===== src/rtl/xor_parity_accumulator_pkg.sv =====
// Shared types and helpers for the XOR parity library: frame state and channel slicing.
package xor_lib_pkg;

    typedef enum logic [0:0] {
        IDLE  = 1'b0,
        ACCUM = 1'b1
    } state_t;

    // LSB position of channel c inside a packed CHANNELS*WIDTH bus.
    function automatic int lane_lsb(input int c, input int width);
        return c * width;
    endfunction

endpackage


===== src/rtl/xor_parity_accumulator_lane.sv =====
// One XOR channel: WIDTH-bit A^B, its reduction parity and the running frame parity bit.
module xor_lane
    import xor_lib_pkg::*;
#(
    parameter int unsigned WIDTH = 8
) (
    input  logic             clk,
    input  logic             reset_n,
    input  logic [WIDTH-1:0] a,
    input  logic [WIDTH-1:0] b,
    input  logic             mode,
    input  logic             start,
    input  logic             step,
    output logic [WIDTH-1:0] x,
    output logic             acc_next
);

    logic acc;
    logic r;

    // A starting beat seeds from Mode instead of the previous accumulator value.
    always_comb begin
        x        = a ^ b;
        r        = ^x;
        acc_next = (start ? mode : acc) ^ r;
    end

    always_ff @(posedge clk) begin
        if (!reset_n) begin
            acc <= '0;
        end else if (step) begin
            acc <= acc_next;
        end
    end

endmodule


===== src/rtl/xor_parity_accumulator.sv =====
// Registered multi-channel XOR with framed per-channel parity and a one-deep result slot.
module xor_parity_accumulator
    import xor_lib_pkg::*;
#(
    parameter int unsigned WIDTH    = 8,
    parameter int unsigned CHANNELS = 4,
    parameter int          Delay    = 0
) (
    input  logic                        Clk,
    input  logic                        Reset_n,
    input  logic                        In_valid,
    output logic                        In_ready,
    input  logic [CHANNELS*WIDTH-1:0]   A,
    input  logic [CHANNELS*WIDTH-1:0]   B,
    input  logic                        Sof,
    input  logic                        Eof,
    input  logic                        Mode,
    output logic [CHANNELS*WIDTH-1:0]   Y,
    output logic                        Y_valid,
    output logic [CHANNELS-1:0]         Parity,
    output logic                        Parity_valid,
    input  logic                        Parity_ready,
    output logic                        Frame_err
);

    state_t                      state;
    logic                        accept;
    logic                        start;
    logic                        restart;
    logic [CHANNELS*WIDTH-1:0]   x;
    logic [CHANNELS-1:0]         fin;

    // Delay only matters to behavioural models of the original part; outputs here are undelayed.
    if (Delay != 0) begin : g_sim_delay
    end

    always_comb begin
        In_ready = !Parity_valid || Parity_ready;
        accept   = In_valid && In_ready;
        start    = accept && ((state == IDLE) || Sof);
        restart  = accept && (state == ACCUM) && Sof;
    end

    for (genvar c = 0; c < CHANNELS; c++) begin : g_lane
        xor_lane #(
            .WIDTH (WIDTH)
        ) u_lane (
            .clk      (Clk),
            .reset_n  (Reset_n),
            .a        (A[lane_lsb(c, WIDTH) +: WIDTH]),
            .b        (B[lane_lsb(c, WIDTH) +: WIDTH]),
            .mode     (Mode),
            .start    (start),
            .step     (accept),
            .x        (x[lane_lsb(c, WIDTH) +: WIDTH]),
            .acc_next (fin[c])
        );
    end

    always_ff @(posedge Clk) begin
        if (!Reset_n) begin
            state        <= IDLE;
            Y            <= '0;
            Y_valid      <= 1'b0;
            Parity       <= '0;
            Parity_valid <= 1'b0;
            Frame_err    <= 1'b0;
        end else begin
            Y_valid   <= accept;
            Frame_err <= restart;
            if (accept) begin
                Y     <= x;
                state <= Eof ? IDLE : ACCUM;
            end
            // A new Eof refills the slot in the same cycle it is drained.
            if (accept && Eof) begin
                Parity       <= fin;
                Parity_valid <= 1'b1;
            end else if (Parity_valid && Parity_ready) begin
                Parity_valid <= 1'b0;
            end
        end
    end

endmodule


===== config.mk =====
export PLATFORM = sky130hd
export DESIGN_NAME = xor_parity_accumulator
export DESIGN_NICKNAME = d
export VERILOG_FILES = /design/src/rtl/xor_parity_accumulator_pkg.sv /design/src/rtl/xor_parity_accumulator_lane.sv /design/src/rtl/xor_parity_accumulator.sv
export SDC_FILE = /design/constraint.sdc
export NUM_CORES = 1
export LEC_CHECK = 0
export CORE_ASPECT_RATIO = 1.75
export CORE_MARGIN = 5
export CORE_UTILIZATION = 37
export CTS_BUF_LIST = sky130_fd_sc_hd__clkbuf_4
export DETAILED_ROUTE_END_ITERATION = 10
export GPL_TIMING_DRIVEN = 0
export PLACE_DENSITY = 0.78
export SLEW_MARGIN = 20
export SYNTH_ARGS = -nofsm -noshare
export SYNTH_HDL_FRONTEND = slang
export SYNTH_SLANG_ARGS = --single-unit
export TNS_END_PERCENT = 50

===== constraint.sdc =====
create_clock -name Clk -period 1.2 [get_ports Clk]
set_input_delay 0.18 -clock Clk [delete_from_list [all_inputs] [get_ports Clk]]
set_output_delay 0.18 -clock Clk [all_outputs]
set_load 0.1 [all_outputs]

==> impl_metrics.py <==
metrics = {
    "logic_synthesis": {
        "yosys_most_used_dff": "dfxtp_1",
        "synth_async_sr_flop_share": 0,
        "ys_ff_latch": 44,
        "synth_cell_type_count": 19,
        "syn_inst": 213,
        "avgSynthCellArea_sq_um": 10.4,
        "ys.warnings.count": 0,
        "synth_top_area_frac": 0.398,
        "synth_area_leaders": "dfxtp_1 40%, xnor2_1 17%, o211a_1 14%",
        "synth_edf_count": 0,
        "synth_nets": 284,
        "yosys.area.top_type": "dfxtp_1",
        "synth_common_cells": "44 x dfxtp_1, 44 x xnor2_1, 33 x nand2_1, 32 x o211a_1, 10 x clkbuf_1",
        "ys_seq_area_frac": 0.398,
        "synth_area_sq_um": 2210,
    },
    "setup_path": {
        "cp.depth": 6,
        "cp_num_buf_inv": 1,
        "cp_top_family": "XOR/XNOR gates",
        "critPathRequiredTime_ns": 1.49,
        "max_stage_delay_ns": 0.44,
        "critPathLaunch": "A[30]",
        "critPathKind": "input pin to register",
        "startpoint_type": "input pin",
        "endpoint_kind": "register",
        "critPathMaxFanout": 2,
        "reg2reg_depth": 5,
        "crit_chain": "clkdlybuf4s50_1 -> xnor2_2 -> xnor2_1 -> xnor2_1 -> xnor3_1 -> a21oi_1",
        "arrival_ns": 1.70,
        "cp_common_cell": "xnor2_1",
        "crit_path_top_delay_cell": "clkdlybuf4s50_1",
        "reg2reg_from": "Parity_valid",
    },
    "timing": {
        "clock_skew_ns": 0.0114,
        "worst_slew_pin_slew_ns": 0.474,
        "slew_headroom": 0.684,
        "hold_viol_final": 0,
        "period_minus_slack_ns": 1.40,
        "timing.setup.tns_ns": -3.75,
        "slew_viol_final": 0,
        "setup_viol": 43,
        "rsz0062_at_grt": "true",
        "fin_crit_sh": 1.17,
        "holdWs_ns": 0.172,
        "fmax_mhz": 713,
        "worst_slack_ns": -0.203,
    },
    "clock_network": {
        "numCtsBuffers": 5,
        "cts_hold_buf": 0,
        "cts_sinks": 44,
        "cts.clk_slew.worst_paths_ns": 0.12,
        "cts_root_buf": "clkbuf_4",
        "clk_path_buf_depth": 2,
        "clkLatencyLatePin_ns": 0.35,
        "htreeDepth": 2,
        "cts_tree": "yes",
    },
    "finish": {
        "drive_gt1_frac": 0.327,
        "area_growth_pct": 83.6,
        "fin_cells": 422,
        "final_nets": 413,
    },
    "power_and_ir_drop": {
        "powerDensity_nw_per_um2": 1220,
        "vdd_drop_max_mv": 0.898,
        "power_leakage_nw": 2.43,
    },
    "placed_design": {
        "numPortBuffers": 109,
        "place_congestion": 0.716,
        "dp_hpwl_um": 4750,
        "dp.cells": 400,
    },
    "grt": {
        "grt_pass1_wl_um": 9670,
        "grt_max_degree": 13,
        "grt.overflow.total": 0,
        "antenna_found_initial": 1,
        "first_global_vias": 2092,
        "track_usage": 0.164,
    },
    "detailed_routing": {
        "routed_wirelength_um": 6660,
        "first_pass_iters": 5,
        "avgRoutedWirePerCell_um": 15.8,
        "drt_iter0_markers": 48,
        "drc": 0,
        "viasPerCell": 4.76,
        "vias": 2008,
        "detail-route-antenna-nets": 0,
    },
    "floorplan": {
        "die_h_um": 112,
        "pin_count": 111,
        "dieArea_sq_um": 7690,
        "initial_utilization": 0.379,
        "core_area_sq_um": 5830,
        "rows": 37,
        "dieWidth_um": 68.5,
    },
    "hold_path": {
        "whs_path_depth": 2,
        "worstHoldStart": "Reset_n",
        "min_path_type": "input pin to register",
    },
    "run": {
        "cap_viol_max_count": 0,
    },
    "status": {
        "outcome": "finished, violations left",
        "violations": "negative setup slack",
    },
}
## where the power goes
part,switching [W],internal [W],total [W]
sequential,0.000100,0.00161,0.00171
clock,0.000441,0.000271,0.000713
combinational,0.00143,0.00111,0.00254
total,0.00197,0.00299,0.00496
## per-layer routing
metal  up-vias  GRT usage  share of wire  wire [um]
met2        54      0.314           0.59       3940
met1       962      0.165           0.34       2280
met4         0     0.0611          0.018        119
met5         -          0              0          0
li1        984          -              -          -
met3         8     0.0290          0.048        321
## sequential cells by signal, summed over array words and instances (netlist names)
register,flops
Frame_err,1
Parity,4
Parity_valid,1
Y,32
Y_valid,1
g_lane.u_lane.acc,4
state,1
## final timing paths
kind / slack [ns] / end
setup / recovery: -0.20 / g_lane[3].u_lane.acc
hold / removal: 0.17 / Parity_valid
setup reg to reg: -0.17 / g_lane[1].u_lane.acc
hold reg to reg: 0.53 / Y[12]
## layout make-up
| class | count | area, sq um |
|---|---|---|
| flip-flops and latches | 44 | 886 |
| repair buffers | 124 | 1410 |
| well taps | 78 | 97.6 |
| clock inverters | 1 | 3.75 |
| clock buffers | 7 | 52.6 |
| diodes | 1 | 2.50 |
| fillers | 447 | 1770 |
| multi-input cells | 155 | 1490 |
| plain buffers | 12 | 120 |
## layout by cell type (no fill, tap or decap), types with 6 or more instances in the layout
master / instances
a21oi_1: 6
buf_4: 15
buf_6: 36
buf_8: 6
clkbuf_4: 7
clkdlybuf4s50_1: 12
dfxtp_1: 42
dlymetal6s2s_1: 53
nand2_1: 33
o211a_1: 32
o21ai_0: 7
xnor2_1: 19
xnor2_2: 33
## worst reg2reg max path: cells and delay by family (launching register included)
family	cells	cell delay, ns
AO/OA/AOI/OAI	1	0.14
XOR/XNOR	1	0.34
multiplexers	1	0.23
flip-flops	1	0.38
AND/OR/NAND/NOR	2	0.20
## through the flow
step | cell area [sq um] | power [W] | setup WS (ns) | util
after floorplan | 2280 | 0.00344 | -0.412 | -
after global placement | 3470 | 0.00404 | -0.906 | 0.595
after detailed placement | 3470 | 0.00406 | -0.913 | 0.595
after CTS | 3660 | 0.00485 | -0.227 | 0.627
after global routing | 4060 | 0.00520 | -0.247 | 0.696
final | 4060 | 0.00496 | -0.203 | 0.696
## kinds of logic (layout without fill, tap and decap cells)
| logic type | Yosys count | after routing | share of synthesized area |
|---|---|---|---|
| compound gates | 50 | 50 | 0.187 |
| xor+xnor | 60 | 60 | 0.290 |
| buf+inv | 14 | 144 | 0.0249 |
| flops | 44 | 44 | 0.398 |
| mux | 4 | 4 | 0.0181 |
| other cells | 0 | 1 | 0 |
| simple gates | 41 | 41 | 0.0826 |
## repair_timing
item	4_1_cts	5_1_grt
gates cloned	0	0
setup endpoints to repair	81	67
pin swaps	14	53
resized for setup	284	99
buffers inserted	2	13
Note: power is estimated with default switching activity, not from simulation.
